<file path="config.mk">
export PLATFORM = sky130hd
export DESIGN_NAME = if_fetch_stage
export DESIGN_NICKNAME = d
export VERILOG_FILES = /design/src/rtl/if_fetch_stage.sv
export SDC_FILE = /design/constraint.sdc
export NUM_CORES = 1
export LEC_CHECK = 0
export ABC_AREA = 1
export CAP_MARGIN = 20
export CELL_PAD_IN_SITES_DETAIL_PLACEMENT = 0
export CELL_PAD_IN_SITES_GLOBAL_PLACEMENT = 1
export CORE_ASPECT_RATIO = 1.5
export CORE_MARGIN = 2
export CORE_UTILIZATION = 27
export CTS_CLUSTER_DIAMETER = 80
export DETAILED_ROUTE_END_ITERATION = 10
export PLACE_DENSITY_LB_ADDON = 0.1
export SYNTH_ARGS = -nofsm -noshare
export SYNTH_HDL_FRONTEND = slang
export SYNTH_SLANG_ARGS = --single-unit
</file>
<file path="constraint.sdc">
create_clock -name clk -period 1.5 [get_ports clk]
set_clock_uncertainty 0.1 [all_clocks]
set_input_delay 0.15 -clock clk [delete_from_list [all_inputs] [get_ports clk]]
set_output_delay 0.15 -clock clk [all_outputs]
set_load 0.05 [all_outputs]
</file>
<file path="src/rtl/if_fetch_stage.sv">
// Instruction-fetch stage: owns the PC, fetches from imem, hands instructions to decode.
// Optional HLT detection is compiled in when IF_HALT_DETECT_EN is defined.
module if_fetch_stage #(
    parameter logic [15:0] RESET_PC    = 16'h0000,
    parameter logic [3:0]  HALT_OPCODE = 4'hF
) (
    input  logic        clk,
    input  logic        rst,
    output logic        imem_req,
    output logic [15:0] imem_addr,
    input  logic        imem_valid,
    input  logic [15:0] imem_data,
    input  logic        redirect,
    input  logic [15:0] redirect_pc,
    output logic        inst_valid,
    input  logic        inst_ready,
    output logic [15:0] inst,
    output logic [15:0] inst_pc,
    output logic [15:0] pc_plus2,
    output logic        halted
);

    typedef enum logic [1:0] {
        IDLE  = 2'd0,
        FETCH = 2'd1,
        HOLD  = 2'd2,
        HALT  = 2'd3
    } state_t;

    state_t      state_q, state_d;
    logic [15:0] pc_q, pc_d;
    logic [15:0] inst_q, inst_d;
    logic [15:0] inst_pc_q, inst_pc_d;
    logic [15:0] pc_plus2_q, pc_plus2_d;
    logic        halt_q, halt_d;
    logic        is_hlt;
    logic        hlt_op;

    assign hlt_op = (imem_data[15:12] == HALT_OPCODE);

`ifdef IF_HALT_DETECT_EN
    assign is_hlt = hlt_op;
    assign halted = (state_q == HALT);
`else
    assign is_hlt = 1'b0;
    assign halted = 1'b0;
    logic unused_hlt;
    assign unused_hlt = hlt_op;
`endif

    // Redirect targets are always halfword aligned; bit 0 is dropped.
    logic unused_rpc0;
    assign unused_rpc0 = redirect_pc[0];

    assign imem_req   = (state_q == FETCH);
    assign imem_addr  = pc_q;
    assign inst_valid = (state_q == HOLD);
    assign inst       = inst_q;
    assign inst_pc    = inst_pc_q;
    assign pc_plus2   = pc_plus2_q;

    always_ff @(posedge clk) begin
        if (rst) begin
            state_q    <= IDLE;
            pc_q       <= RESET_PC;
            inst_q     <= '0;
            inst_pc_q  <= '0;
            pc_plus2_q <= '0;
            halt_q     <= 1'b0;
        end else begin
            state_q    <= state_d;
            pc_q       <= pc_d;
            inst_q     <= inst_d;
            inst_pc_q  <= inst_pc_d;
            pc_plus2_q <= pc_plus2_d;
            halt_q     <= halt_d;
        end
    end

    always_comb begin
        state_d    = state_q;
        pc_d       = pc_q;
        inst_d     = inst_q;
        inst_pc_d  = inst_pc_q;
        pc_plus2_d = pc_plus2_q;
        halt_d     = halt_q;
        // Redirect overrides any same-cycle imem response or decode accept.
        if (redirect && (state_q != IDLE)) begin
            state_d = FETCH;
            pc_d    = {redirect_pc[15:1], 1'b0};
            halt_d  = 1'b0;
        end else begin
            case (state_q)
                IDLE: state_d = FETCH;
                FETCH: begin
                    if (imem_valid) begin
                        inst_d     = imem_data;
                        inst_pc_d  = pc_q;
                        pc_plus2_d = pc_q + 16'd2;
                        state_d    = HOLD;
                        if (is_hlt) halt_d = 1'b1;
                        else        pc_d   = pc_q + 16'd2;
                    end
                end
                HOLD: begin
                    if (inst_ready) state_d = halt_q ? HALT : FETCH;
                end
                HALT: state_d = HALT;
                default: state_d = IDLE;
            endcase
        end
    end

endmodule

</file>
# Word level (Yosys, flattened, before mapping)
# Index checks and enable logic that the tools add are counted.
[word_totals]
register_bits = 66
word_cells = 34
[op_classes]
n_addsub = 1
n_eq_ne = 7
n_mux = 7
bitwise = 1
n_reduce_logical = 11
[ops]
columns = ["op", "count"]
rows = [
  ["16-bit 2-to-1 mux", 3],
  ["16-bit by 2-bit adder with 16-bit output (second input constant)", 1],
  ["2-bit case mux with 4 select lines", 1],
  ["2-bit AND reduction", 4],
  ["3-bit by 1-bit inequality test with 1-bit output (second input constant)", 2],
  ["2-bit nonzero test", 3],
  ["2-bit == test (second input constant)", 2],
  ["2-bit 2-to-1 mux", 2],
  ["2-bit by 1-bit inequality test with 1-bit output (second input constant)", 2],
  ["3-bit AND reduction", 1],
  ["2-bit by 1-bit == test with 1-bit output (second input constant)", 1],
  ["2-bit logical NOT", 1],
  ["2-bit OR reduction", 1],
  ["1-bit logical AND", 1],
  ["1-bit 2-to-1 mux", 1],
  ["1-bit NOT", 1],
]

# Logic depth before layout (Yosys ltp)
[logic_depth]
word_depth = 4
mapped_depth = 9
depth_no_buf = 9

# Least setup slack after synthesis
# No wires, ideal clock.
[synth_path]
path_kind = "register to register"
startpoint = "register pc_q[1] (netlist: imem_addr[1])"
endpoint = "register pc_plus2_q[13] (netlist: pc_plus2[13])"
setup_time_ns = 0.115
t_arrival_ns = 1.657
t_required_ns = 1.285
setup_slack_ns = -0.373
path_stages_with_launch = 9
n_path_buf = 0
path_cell_list = "dfxtp_1 ha_1 nand2_1 nor2_1 nand3_1 nand2_1 nand2_1 o21ai_0 inv_1"
[synth_via]
elab_chain_len = 1
[synth_lines]
columns = ["item", "line", "text"]
rows = [
  ["start: declaration", "31", "logic [15:0] pc_q, pc_d;"],
  ["start signal: assignment", "72", "pc_q <= pc_d;"],
  ["16-bit by 2-bit adder with 16-bit output", "99", "pc_plus2_d = pc_q + 16'd2;"],
  ["end signal: assignment", "75", "pc_plus2_q <= pc_plus2_d;"],
  ["end: declaration", "34", "logic [15:0] pc_plus2_q, pc_plus2_d;"],
]
# No other way between the ends.
# A chain may end at the register's enable or synchronous reset.

# Final worst setup path
[layout_path]
startpoint = "register state_q[0]"
endpoint = "register pc_plus2_q[5] (netlist: pc_plus2[5])"
[layout_via]
elab_chain_len = 4
[layout_lines]
columns = ["item", "line", "text"]
rows = [
  ["start: declaration", "30", "state_t state_q, state_d;"],
  ["start signal: assignment", "71", "state_q <= state_d;"],
  ["2-bit nonzero test", "88", "if (redirect && (state_q != IDLE)) begin"],
  ["1-bit logical AND", "88", ""],
  ["1-bit NOT (no source line)", "--", ""],
  ["3-bit AND reduction (no source line) *", "--", ""],
]
# Every way passes the cells marked *; elsewhere a longest branch is shown, timed or not.

==> metrics <==
top cells by area, synth=dfxtp_1 (45%), o21ai_0 (11%), nor2_1 (9.7%); DR pass1 iterations=4; Comb pwr share=31.9%; share of cells above drive strength 1=31.80%; Cell Pwr Density=1070 nW/um2; largest family of logic cells by synthesized area=simple AND/OR/NAND/NOR gates; Die Ht=128.6 um; chip width=87.04 um; first-pass GRT wire length=14640 um; DR WL/cell=14.56 um; area added between synthesis and finish=85.48%; CP Launch Type=flip-flop; top-area cell type share of the netlist area=45.16%; I/O pins=104; placement-stage worst setup slack=-0.1462 ns; Post-Syn Instances=401; Core Region=10080 um2; Clk Latency, worst-skew pair=0.33 ns; sequential share of the synthesized area=45.16%; PortBufs=98; Sw Share=32.38%; worst vdd ir=0.0006443 V; RePlAce Congestion=0.7801; compound-cell area share of the yosys netlist=17.38%; status=finished, violations left; via count=3074; XOR/XNOR Fraction of Synth Area=1.254%; Reg power frac=34.8%; # rows=45; r2r startpoint=state_q[0]; Num CTS Buffers=9; Post-Synth Simple-Gate Area=25.09%; Post-DRT Antenna Nets=0; cell internal pwr=3748 uW; dpl hpwl=6808 um; Max Clk Rate=0.6588 GHz; initial DRC count=125; mux contribution to synthesized area=0%; Final Hold Fails=0; H-tree lvl count=3; Reg clk slew, reported paths=0.05 ns; Synth Cell Area=2793 um2; CP endpoint=pc_plus2[5]; failing checks=negative setup slack; Psw=1795 uW; Setup-failing EPs final=11; DIE AREA=11190 um2; critical setup path kind=reg2reg; area leader, netlist=dfxtp_1; Worst Hold Class=in2reg; Syn Area/Cell=6.964 um2; final worst path period need=1.518 ns; Maximum Capacitance Violations=0; unrepaired setup endpoints after global routing=true; setup slack, reg-to-reg=-0.02 ns; Starting Density=27.71%; Routed WL=9625 um; CP arrival=1.68 ns; Worst R2R End=pc_plus2[5]; initial antenna violation count=0; clock group share of total power=33.3%; worst r2r path cells=9; CTS max path bufs=2; Core Util, Final=51.40%; global route total overflow=0; yosys warns=0; antenna diode count=0; largest net degree at the start of global routing=36; CTS tree=done; nets@finish=579; post-synth cell types=25; Crit. Startpoint=state_q[0]; count of pins over their slew limit=0; clock sinks=63; CP required=1.67 ns; Crit Path Max Fanout=7; gr usage total=17.09%; final worst slack=-0.01788 ns; clock tree root driver cell=clkbuf_16; vias in the first global route=3006; Synth Register Bits=63; # DRC=0; Via density=4.651; Pleak=0.002280 uW; Critical Path Sink Type=flip-flop; Synth Area in Adders=0.4480%; final period utilization=101.2%
## final cells by class
class,count,area (um2)
Sequential cell,63,1287
Inverter,42,162.7
Timing Repair Buffer,152,1958
Fill cell,975,4898
Clock inverter,2,10.01
Multi-Input combinational cell,273,1369
Tap cell,117,146.4
Clock buffer,12,246.5
## logic make-up after synthesis
| group | count (synthesis) |
|---|---|
| simple gates | 169 |
| compound gates | 95 |
| buf+inv | 68 |
| flops | 63 |
| xor+xnor | 4 |
| fa+ha+maj | 1 |
| other cells | 1 |
## critical path: stages, from the launching register on
cell and delay (ns):
dfxtp_2 0.35, inv_2 0.05, nor2_4 0.10, nand2_4 0.08, nor2_4 0.18, buf_12 0.15, buf_12 0.14, clkbuf_16 0.15
o21ai_0 0.07, nor2_1 0.09
## sequential cells by signal (all words and copies together) (netlist names)
signal     cells
state_q        2
inst          16
inst_pc       15
imem_addr     15
pc_plus2      15
## timing repair
item	CTS	global route
setup endpoints to repair	6	56
gates resized for setup	5	49
hold buffers	0	0
cloned	0	4
pin swaps	0	14
setup buffers	0	8
## cell usage in the layout (no fill, tap or decap)
cell	count
a21oi_1	29
a21oi_2	1
buf_12	52
buf_4	55
buf_6	7
clkbuf_1	2
clkbuf_16	12
clkbuf_8	1
clkdlybuf4s50_1	35
clkinv_2	2
clkinv_4	1
conb_1	4
dfxtp_1	50
dfxtp_2	9
dfxtp_4	4
ha_4	1
inv_1	39
inv_2	2
nand2_1	62
nand2_2	3
nand2_4	2
nand3_1	15
nand3_2	3
nand3_4	1
nand3b_1	2
nand4_1	4
nor2_1	65
nor2_2	4
nor2_4	6
o211ai_1	4
o21ai_0	45
o21ai_1	11
o21ai_2	5
or2_2	2
xnor2_1	1
xor2_1	3
## how the worst min path moves through the flow
stage	startpoint	end	slack [ns]	depth (start not counted)
finish	redirect_pc[3]	imem_addr[3]	0.28	3
global route	redirect_pc[3]	imem_addr[3]	0.29	3
CTS	redirect_pc[3]	imem_addr[3]	0.27	3
detailed placement	pc_plus2[1]	pc_plus2[1]	0.40	2
global placement	pc_plus2[1]	pc_plus2[1]	0.39	2
floorplan	imem_data[0]	inst[0]	0.18	2
## per-layer routing
layer	track usage (%)	vias to the layer above	routed length [um]
met5	0	-	0
met4	7.353	0	186
met3	3.207	14	313
met2	31.39	67	5264
met1	18.73	1440	3860
li1	-	1553	-
## metrics by stage
stage | area [um2] | cells | power, uW | setup TNS (ns) | hold WS (ns)
after global routing | 5180 | 661 | 5809 | -2.514 | 0.2914
after CTS | 4883 | 649 | 5504 | -0.01973 | 0.2733
after floorplan | 2854 | 404 | 2794 | -4.016 | 0.1849
after detailed placement | 4611 | 635 | 3635 | -5.594 | 0.4022
after global placement | 4611 | 635 | 3623 | -4.000 | 0.3923
final | 5180 | 661 | 5543 | -0.1127 | 0.2841
## cells in the mapped netlist, drive strengths merged
library cell and instances:
a21oi 30, xor2 3, xnor2 1, ha 1
nand3b 2, inv 42, o211ai 4, clkbuf 9
o21ai 61, nor2 75, nand2 67, dfxtp 63
nand3 19, or2 2, nand4 4, buf 17
conb 1
## power groups by stage
stage	sequential [uW]	combinational, uW	clock [uW]
after CTS	1920	1690	1900
after detailed placement	1950	1680	0
after global placement	1950	1670	0
after global routing	1950	1890	1980
final	1930	1770	1850
after floorplan	2350	446	0
Note: power is estimated with default switching activity, not from simulation.
